[src/rtl/codificador_sequencial.sv]
// Sequential priority encoder: captures a multi-hot request vector and hands out
// one binary index per set bit, highest first, over a valid/ready handshake.
module codificador_sequencial #(
    parameter int LARG_IN  = 8,
    parameter int LARG_OUT = 3
) (
    input  logic                clk,
    input  logic                rst_n,
    input  logic [LARG_IN-1:0]  A,
    input  logic                E,
    output logic                in_ready,
    output logic [LARG_OUT-1:0] S,
    output logic                V,
    input  logic                out_ready,
    output logic                last,
    output logic [LARG_OUT:0]   qtd,
    output logic                vazio
);

    // Handshake: an index moves at a rising edge where V and out_ready are both
    // high; while out_ready is low, S/V/last/qtd hold and nothing is dropped.
    typedef enum logic {IDLE = 1'b0, DRENO = 1'b1} estado_t;

    estado_t              state, state_n;
    logic [LARG_IN-1:0]   pend, pend_n;
    logic                 vazio_r, vazio_n;
    logic [LARG_OUT-1:0]  idx;
    logic [LARG_OUT:0]    cnt;

    // Highest set bit and population count of the pending requests.
    always_comb begin
        idx = '0;
        cnt = '0;
        for (int i = 0; i < LARG_IN; i++) begin
            if (pend[i]) begin
                idx = i[LARG_OUT-1:0];
            end
            cnt = cnt + {{LARG_OUT{1'b0}}, pend[i]};
        end
    end

    always_ff @(posedge clk) begin
        if (!rst_n) begin
            state   <= IDLE;
            pend    <= '0;
            vazio_r <= 1'b0;
        end else begin
            state   <= state_n;
            pend    <= pend_n;
            vazio_r <= vazio_n;
        end
    end

    always_comb begin
        state_n = state;
        pend_n  = pend;
        vazio_n = 1'b0;
        case (state)
            IDLE: begin
                if (E) begin
                    if (A != '0) begin
                        pend_n  = A;
                        state_n = DRENO;
                    end else begin
                        vazio_n = 1'b1;
                    end
                end
            end
            DRENO: begin
                if (out_ready) begin
                    pend_n[idx] = 1'b0;
                    if (cnt == {{LARG_OUT{1'b0}}, 1'b1}) begin
                        state_n = IDLE;
                    end
                end
            end
            default: state_n = IDLE;
        endcase
    end

    always_comb begin
        in_ready = (state == IDLE);
        V        = (state == DRENO);
        S        = V ? idx : '0;
        qtd      = V ? cnt : '0;
        last     = V && (cnt == {{LARG_OUT{1'b0}}, 1'b1});
        vazio    = vazio_r;
    end

endmodule

[config.mk]
export PLATFORM = sky130hd
export DESIGN_NAME = codificador_sequencial
export DESIGN_NICKNAME = d
export VERILOG_FILES = /design/src/rtl/codificador_sequencial.sv
export SDC_FILE = /design/constraint.sdc
export NUM_CORES = 1
export LEC_CHECK = 0
export BUFFER_PORTS_ARGS = -buffer_cell sky130_fd_sc_hd__clkbuf_2
export CAP_MARGIN = 20
export CORE_ASPECT_RATIO = 0.8
export CORE_UTILIZATION = 40
export DETAILED_ROUTE_END_ITERATION = 6
export GPL_TIMING_DRIVEN = 0
export PLACE_DENSITY_LB_ADDON = 0.1
export SLEW_MARGIN = 20
export SYNTH_ARGS = -nofsm -noshare
export SYNTH_HDL_FRONTEND = slang
export SYNTH_SLANG_ARGS = --single-unit
[constraint.sdc]
create_clock -name clk -period 7.25 [get_ports clk]
set_input_delay 0 -clock clk [delete_from_list [all_inputs] [get_ports clk]]
set_output_delay 0 -clock clk [all_outputs]
set_load 0.01 [all_outputs]
==> out/metrics.cfg, run 1 <==
[timing]
period_share_pct=46.0
slew_headroom_pct=69.4
fmax_mhz=300
fin_ws_ps=3910
min_period_ps=3340
rsz0062_at_grt=false
worstMarginPinSlew_ps=455
hold_viol_final=0
tns_ps=0
fin_skew_ps=1.22
setup_viol=0
finalMaxSlewViolations=0

[power_and_ir_drop]
power_leakage_nw=0.446
peakVddDrop_mv=0.109
power_uw=169
seqPwrFrac_pct=37.2
combPwrFrac_pct=33.0
clkPwrFrac_pct=29.8
power_density_mw_per_mm2=172
switchingPower_uw=54.2
switching_share_pct=32.1
internal-power_uw=115

[worst_setup_path]
worstRegToRegCells=11
worstPathRequired_ps=7250
critPathLaunchType=flip-flop
crit_arrival_ps=3340
worst-r2r-setup-slack_ps=4140
regToRegStartpoint=pend[3]
end_kind=primary output
cp-startpoint=pend[3]
crit_type=reg -> out
r2r_end=V
cp_max_fo=6

[yosys]
synthDominantCellAreaShare_pct=27.2
synth_area_um2=737
yosys_warnings=0
yosysTopAreaCell=dfxtp_1
avgSynthCellArea_um2=8.37
yosys_register_bits=10
ys_top_cells_by_area=dfxtp_1 27%, fa_1 11%, nand2_1 5.6%
ys_seq_area_share_pct=27.2
synthCells=88
syn-num-nets=107
ys_types=38

[final_layout]
diodes=0
final_nets=141
final_common_cell=clkbuf_2
fin_util_pct=58.6
stdcell_count=143
final_cell_mix=22 x clkbuf_2, 11 x nand2_1, 10 x dfxtp_1, 10 x inv_1, 7 x dlygate4sd3_1
fillCellCount=166
final_layout_size_suffix_gt1_share_pct=27.3
area_delta_synth_final_pct=33.1

[route]
drcViolationCount=0
wire_per_inst_um=12.1
routed_wl_um=1730
dr.pass1.iters=4
antenna_left=0
vias_per_cell=5.16
vias=738
detail_route.iter0.violations=25

[clock_tree]
insertion_delay_ps=270
clock_sinks=10
clk_pin_slew_ps=70
cts_buffer_depth=2
cts_made_buffers=3
htree_levels=1
ctsResizeCount=0
tritoncts=done
cts_setup_buffers=0
root_buffer=clkbuf_4
hold_buffers=7

[global_routing]
grt_use_total_pct=20.5
antenna_found_initial=0
grt_first_pass_wirelength_um=2880
grt-ovfl-total=0
grt_pass1_vias=659
grt_max_degree=11

[floorplan]
die-area_mm2=0.00202
rows=13
ios=23
coreArea_mm2=0.00168
start_util_pct=44.0
die_w_um=50.0
die_y_um=40.4

[place]
portBuffers=22
place_hpwl_um=1360
gp_congestion=0.746
post-place-ws_ps=4140
place_inst=132

[worst_hold_path]
hold_path_class=in -> reg
hp-start=A[3]
hold-path-endpoint=pend[3]
holdPathStages=3

[run_status]
status=complete, no violations

[job]
drv_cap=0

==> layer usage <==
metal | wire (um) | track usage, %
met4 | 0 | 2.14
met2 | 761 | 35.3
met5 | 0 | 0
met3 | 130 | 7.95
met1 | 840 | 25.2
==> flip-flops by register name, summed over array words and instances, names as in the netlist <==
register and count:
vazio 1, V 1, pend 8
==> cell usage after synthesis (all sizes together) <==
| master | count |
|---|---|
| inv | 11 |
| nand2 | 11 |
| dfxtp | 10 |
| nor2 | 5 |
| a21oi | 4 |
| fa | 4 |
| nor2b | 4 |
| o21ai | 4 |
| ha | 3 |
| nand3 | 3 |
| or4 | 3 |
| a21boi | 2 |
| a32oi | 2 |
| buf | 2 |
| o211ai | 2 |
| a21o | 1 |
| a222oi | 1 |
| a31oi | 1 |
| a41oi | 1 |
| and2 | 1 |
| clkbuf | 1 |
| nand2b | 1 |
| nand3b | 1 |
| nand4 | 1 |
| nor3 | 1 |
| nor3b | 1 |
| nor4 | 1 |
| o2111ai | 1 |
| o21a | 1 |
| o311ai | 1 |
| o31ai | 1 |
| or3b | 1 |
| xor2 | 1 |
==> how the worst max path moves through the flow <==
stage	to	slack, ps	depth (start not counted)
2_1_floorplan	V	4180	11
3_3_place_gp	V	4220	11
3_5_place_dp	V	4140	11
4_1_cts	last	3900	11
5_1_grt	last	3650	11
6_report	last	3910	11
==> logic make-up after synthesis <==
kind of cell / synth area share (%)
DFF: 27.2
adders and majority gates: 16.0
buffers and inverters: 8.15
and+or+nand+nor: 25.3
AOI/OAI and AO/OA: 22.2
xor gates and xnor gates: 1.19
==> power groups by stage <==
stage	logic (mW)	registers [mW]	clock network, mW
6_report	0.0557	0.0628	0.0503
5_1_grt	0.0641	0.0633	0.0545
4_1_cts	0.0559	0.0627	0.0517
3_5_place_dp	0.0526	0.0640	0
3_3_place_gp	0.0517	0.0638	0
2_1_floorplan	0.0362	0.0630	0
==> cell type report <==
type	instances	area [um^2]	share of cell area, %
tap	22	27.5	2.81
inverter	11	41.3	4.21
timing repair buffer	29	180	18.4
sequential	10	200	20.4
buffer	3	18.8	1.91
multi-input combinational	64	477	48.6
clock buffer	4	36.3	3.70
==> worst max-delay path, cell delays in order, from the launching register on <==
cell	delay (ps)
dfxtp_1	450
fa_1	450
inv_1	80
fa_1	430
fa_1	440
inv_1	60
ha_1	150
inv_1	50
fa_1	410
nand3b_1	180
a21oi_1	190
clkbuf_2	160
==> stage by stage <==
step	cell area [um^2]	hold slack (ps)
2_1_floorplan	737	90.9
3_3_place_gp	875	221
3_5_place_dp	875	228
4_1_cts	981	18.3
5_1_grt	981	39.3
6_report	981	26.4
(Power assumes the default switching activity.)
==> inputs of run 2 (changes only) <==
==> constraint.sdc (replaced) <==
create_clock -name clk -period 3.3 [get_ports clk]
set_input_delay 0 -clock clk [delete_from_list [all_inputs] [get_ports clk]]
set_output_delay 0 -clock clk [all_outputs]
set_load 0.01 [all_outputs]
==> run 2 against run 1 <==
  * Register-to-register slack worse by 3800 ps
  * Combinational power is 130% higher
  * Cell area is 1.1% higher
  * Sequential share of layout area hardly changed
  * Critical path type unchanged
  * Setup slack worse by 3800 ps
  * Clock skew is 2.4 ps higher
  * Final cell count stayed put
  * Via count is 1.5% higher
  * Utilization is 0.67 points higher
==> out/metrics.cfg, run 2 (synthesis gave the netlist of run 1 again) <==
[timing]
slew_headroom_pct=69.6
finalMaxSlewViolations=0
rsz0062_at_grt=true
fin_skew_ps=3.60
worstMarginPinSlew_ps=452
tns_ps=0
fmax_mhz=311
min_period_ps=3210
period_share_pct=97.3
hold_viol_final=0
setup_viol=0
holdWs_ps=22.4

[place]
gp_congestion=0.746
portBuffers=22
placed_area_um2=875
place_hpwl_um=1360

[clock_tree]
clk_pin_slew_ps=70
cts_buffer_depth=2
insertion_delay_ps=270
root_buffer=clkbuf_4
tritoncts=done
cts_made_buffers=3
clock_sinks=10
htree_levels=1

[worst_setup_path]
crit_family=adder cells
crit_type=reg -> out
cp_slowest_stage_delay_ps=540
crit_path_frequent_cell=fa_1
end_kind=primary output
worst-r2r-setup-slack_ps=320
worst_path_max_delay_cell=fa_1
worstPathCellList=fa_1 > inv_2 > fa_1 > fa_1 > inv_1 > ha_2 > inv_2 > fa_2 > nand2_1 > a21oi_2 > buf_2
cp_max_fo=2
crit_arrival_ps=3210
critPathLaunchType=flip-flop
crit_buf_inv=4
worstPathRequired_ps=3300

[final_layout]
area_delta_synth_final_pct=34.6
largest_register_ffs=8
fin_util_pct=59.2
top_register=pend
final_area_um2=992
final_cell_mix=20 x clkbuf_2, 11 x nand2_1, 8 x dfxtp_1, 8 x inv_1, 7 x dlygate4sd3_1
final_nets=141
final_layout_size_suffix_gt1_share_pct=33.1
diodes=0
final_common_cell=clkbuf_2

[power_and_ir_drop]
switchingPower_uw=122
power_density_mw_per_mm2=379
power_leakage_nw=0.447
combPwrFrac_pct=33.5
internal-power_uw=254
clkPwrFrac_pct=29.6
seqPwrFrac_pct=36.8
switching_share_pct=32.4
peakVddDrop_mv=0.243

[route]
detail_route.iter0.violations=22
routed_wl_um=1780
drcViolationCount=0
vias_per_cell=5.24
wire_per_inst_um=12.4
vias=749
dr.pass1.iters=5
antenna_left=0

[floorplan]
die_w_um=50.0
rows=13
coreArea_mm2=0.00168
die_y_um=40.4
ios=23
start_util_pct=44.0
die-area_mm2=0.00202

[global_routing]
grt_use_total_pct=20.4
use_met1_pct=25.0
top_usage_layer=met2
grt_pass1_vias=659
grt-ovfl-total=0
grt_first_pass_wirelength_um=2860
met2_usage_pct=35.3
grt_max_degree=11
use_met3_pct=7.95
antenna_found_initial=0

[worst_hold_path]
hold_path_class=in -> reg

[job]
drv_cap=0

[run_status]
status=complete, no violations

run 2: cell count changes in the layout (fill, tap and decap cells not counted), sizes merged:
cell    previous run  this run
buf                2         4
clkbuf            27        25
run 2: timing repair:
| item | CTS | global route |
|---|---|---|
| hold endpoints to repair | 7 | 0 |
| pin swaps | 0 | 1 |
| resized for setup | 2 | 7 |
| hold buffers | 7 | 0 |
| buffers inserted | 0 | 0 |
| endpoints found under the setup margin | 1 | 2 |
run 2: stage by stage:
stage | setup WS, ps | std cells | power [mW]
after floorplan | 233 | 88 | 0.218
after CTS | 2.08 | 143 | 0.375
final | 89.3 | 143 | 0.376
after global routing | -99.2 | 143 | 0.405
after global placement | 275 | 132 | 0.254
after detailed placement | 194 | 132 | 0.256
run 2: worst register-to-register path: stages (launching register included):
cell     delay [ps]
dfxtp_2         330
fa_1            540
inv_2            40
fa_1            490
fa_1            410
inv_1            70
ha_2            180
inv_2            40
fa_2            520
nand2_1          60
a21oi_2         120
a21oi_1          70
run 2: final timing paths:
path	end	cells after the start	startpoint
worst max-delay path	last	11	pend[0]
worst min-delay path	pend[3]	3	A[3]
worst max register to register	V	11	pend[0]
worst min register to register	pend[5]	2	pend[5]
run 2: layout make-up:
class | count | area, um^2
buffer | 3 | 18.8
clock buffer | 4 | 36.3
fill | 164 | 683
inverter | 11 | 41.3
multi-input combinational | 64 | 485
sequential | 10 | 203
tap | 22 | 27.5
timing repair buffer | 29 | 180
run 2: metal layers:
metal,share of wire (%),vias to the layer above
met5,0,-
met4,0,0
met3,6.5,0
met2,44,28
met1,49,339
li1,-,382
run 2: power groups by stage:
stage / logic [mW] / registers (mW) / clock network [mW]
CTS: 0.124 / 0.138 / 0.114
global route: 0.144 / 0.139 / 0.121
finish: 0.126 / 0.138 / 0.111
global placement: 0.114 / 0.140 / 0
floorplan: 0.0795 / 0.139 / 0
detailed placement: 0.116 / 0.141 / 0
==> inputs of run 3 (changes only) <==
==> constraint.sdc (replaced) <==
create_clock -name clk -period 3.17 [get_ports clk]
set_input_delay 0 -clock clk [delete_from_list [all_inputs] [get_ports clk]]
set_output_delay 0 -clock clk [all_outputs]
set_load 0.01 [all_outputs]
==> run 3 against run 2 <==
  * The flow now finishes with violations (setup timing)
  * Sequential share of layout area down 0.60 points
  * Clock skew hardly changed
  * Register-to-register slack worse by 220 ps
  * First-iteration DRC count is 4.5% lower
  * Worst hold slack gained 1.1 ps
  * Critical endpoint unchanged
  * Largest cell class unchanged
==> out/metrics.cfg, run 3 (synthesis gave the netlist of run 1 again) <==
[worst_setup_path]
worst_path_max_delay_cell=fa_1
crit_type=reg -> out
crit_family=adder cells
regToRegStartpoint=pend[0]
cp_max_fo=3
worstPathCellList=fa_1 > inv_2 > fa_1 > fa_1 > inv_1 > ha_2 > inv_2 > fa_2 > nand3b_1 > a21oi_2 > buf_2
critPathLaunchType=flip-flop
crit_arrival_ps=3210
cp_slowest_stage_delay_ps=540
end_kind=primary output
worstPathRequired_ps=3170
crit_path_frequent_cell=fa_1
cp-startpoint=pend[0]
crit_buf_inv=4

[final_layout]
top_register=pend
final_common_cell=clkbuf_2
final_layout_size_suffix_gt1_share_pct=35.5
seq_area_um2=203
multi_input_area_um2=489
final_cell_mix=20 x clkbuf_2, 11 x nand2_1, 8 x dfxtp_1, 8 x inv_1, 7 x dlygate4sd3_1
largest_register_ffs=8
area_delta_synth_final_pct=38.7
fin_util_pct=61.0
fillCellCount=158
diodes=0
stdcell_count=146
final_nets=144

[timing]
fin_ws_ps=-43.1
min_period_ps=3210
period_share_pct=101
holdWs_ps=23.5
worstMarginPinSlew_ps=454
fmax_mhz=311
setup_viol=2
finalMaxSlewViolations=0
rsz0062_at_grt=true
hold_viol_final=0
fin_skew_ps=3.52
slew_headroom_pct=69.4

[power_and_ir_drop]
combPwrFrac_pct=34.6
clkPwrFrac_pct=29.2
power_density_mw_per_mm2=389
internal-power_uw=270
power_uw=398
peakVddDrop_mv=0.253
switching_share_pct=32.3
switchingPower_uw=128
seqPwrFrac_pct=36.2
power_leakage_nw=0.463

[floorplan]
die_y_um=40.4
ios=23
rows=13
die_w_um=50.0
die-area_mm2=0.00202
start_util_pct=44.0
coreArea_mm2=0.00168

[clock_tree]
cts_buffer_depth=2
htree_levels=1
cts_made_buffers=3
clock_sinks=10
root_buffer=clkbuf_4
tritoncts=done
clk_pin_slew_ps=70
insertion_delay_ps=270

[global_routing]
grt_pass1_vias=671
grt_first_pass_wirelength_um=2930
grt_max_degree=11
grt_use_total_pct=20.9
grt-ovfl-total=0
antenna_found_initial=0

[route]
vias_per_cell=5.14
vias=750
drcViolationCount=0
detail_route.iter0.violations=21
wire_per_inst_um=12.1
antenna_left=0
routed_wl_um=1770
dr.pass1.iters=4

[place]
place_hpwl_um=1360
portBuffers=22
gp_congestion=0.746
place_inst=132

[job]
drv_cap=0

[worst_hold_path]
hold_path_class=in -> reg
hp-start=A[3]

[run_status]
violations=setup timing
status=finished, violations left

[run 3: cell types whose count changed in the layout (fill, tap and decap cells not counted)]
cell / change
a21oi_2: +1
buf_4: +2
a21oi_1: -1
buf_6: +1
[run 3: worst min-delay path, cell delays in order]
cell and delay, ps:
clkbuf_2 90, a32oi_1 50, nor2b_1 110
[run 3: timing repair]
action / in CTS / in global routing
hold buffers: 7 / 0
setup buffers: 1 / 3
resized for setup: 4 / 7
setup endpoints to repair: 2 / 4
hold endpoints to repair: 7 / 0
pin swaps: 1 / 3
[run 3: layout make-up]
| cell class | count | area share, % |
|---|---|---|
| multi-input combinational | 64 | 47.9 |
| timing repair buffer | 32 | 20.2 |
| inverter | 11 | 4.04 |
| buffer | 3 | 1.84 |
| tap | 22 | 2.69 |
| clock buffer | 4 | 3.55 |
| sequential | 10 | 19.8 |
[run 3: worst paths after layout]
kind	end	slack, ps	cells after the start
worst max-delay path	last	-40	11
worst min-delay path	pend[3]	20	3
worst max register to register	V	100	12
worst min register to register	pend[5]	520	2
[run 3: power by group through the flow]
stage                     logic, mW  registers, mW  clock network, mW
after floorplan              0.0828          0.144                  0
after global placement        0.118          0.146                  0
after detailed placement      0.120          0.146                  0
after CTS                     0.133          0.144              0.118
after global routing          0.158          0.145              0.126
final                         0.138          0.144              0.116
[run 3: per-layer routing]
layer	track usage (%)	vias up	routed length [um]
met4	2.14	0	0
met5	0	-	0
met1	25.4	335	850
met3	7.95	0	118
met2	36.7	28	801
li1	-	387	-
[run 3: per-stage QoR]
step | worst slack, ps | cell area, um^2 | setup TNS [ps]
after floorplan | 103 | 737 | 0
after global placement | 145 | 875 | 0
after detailed placement | 64.3 | 875 | 0
after CTS | -47.3 | 997 | -47.3
after global routing | -242 | 1020 | -591
final | -43.1 | 1020 | -71.7
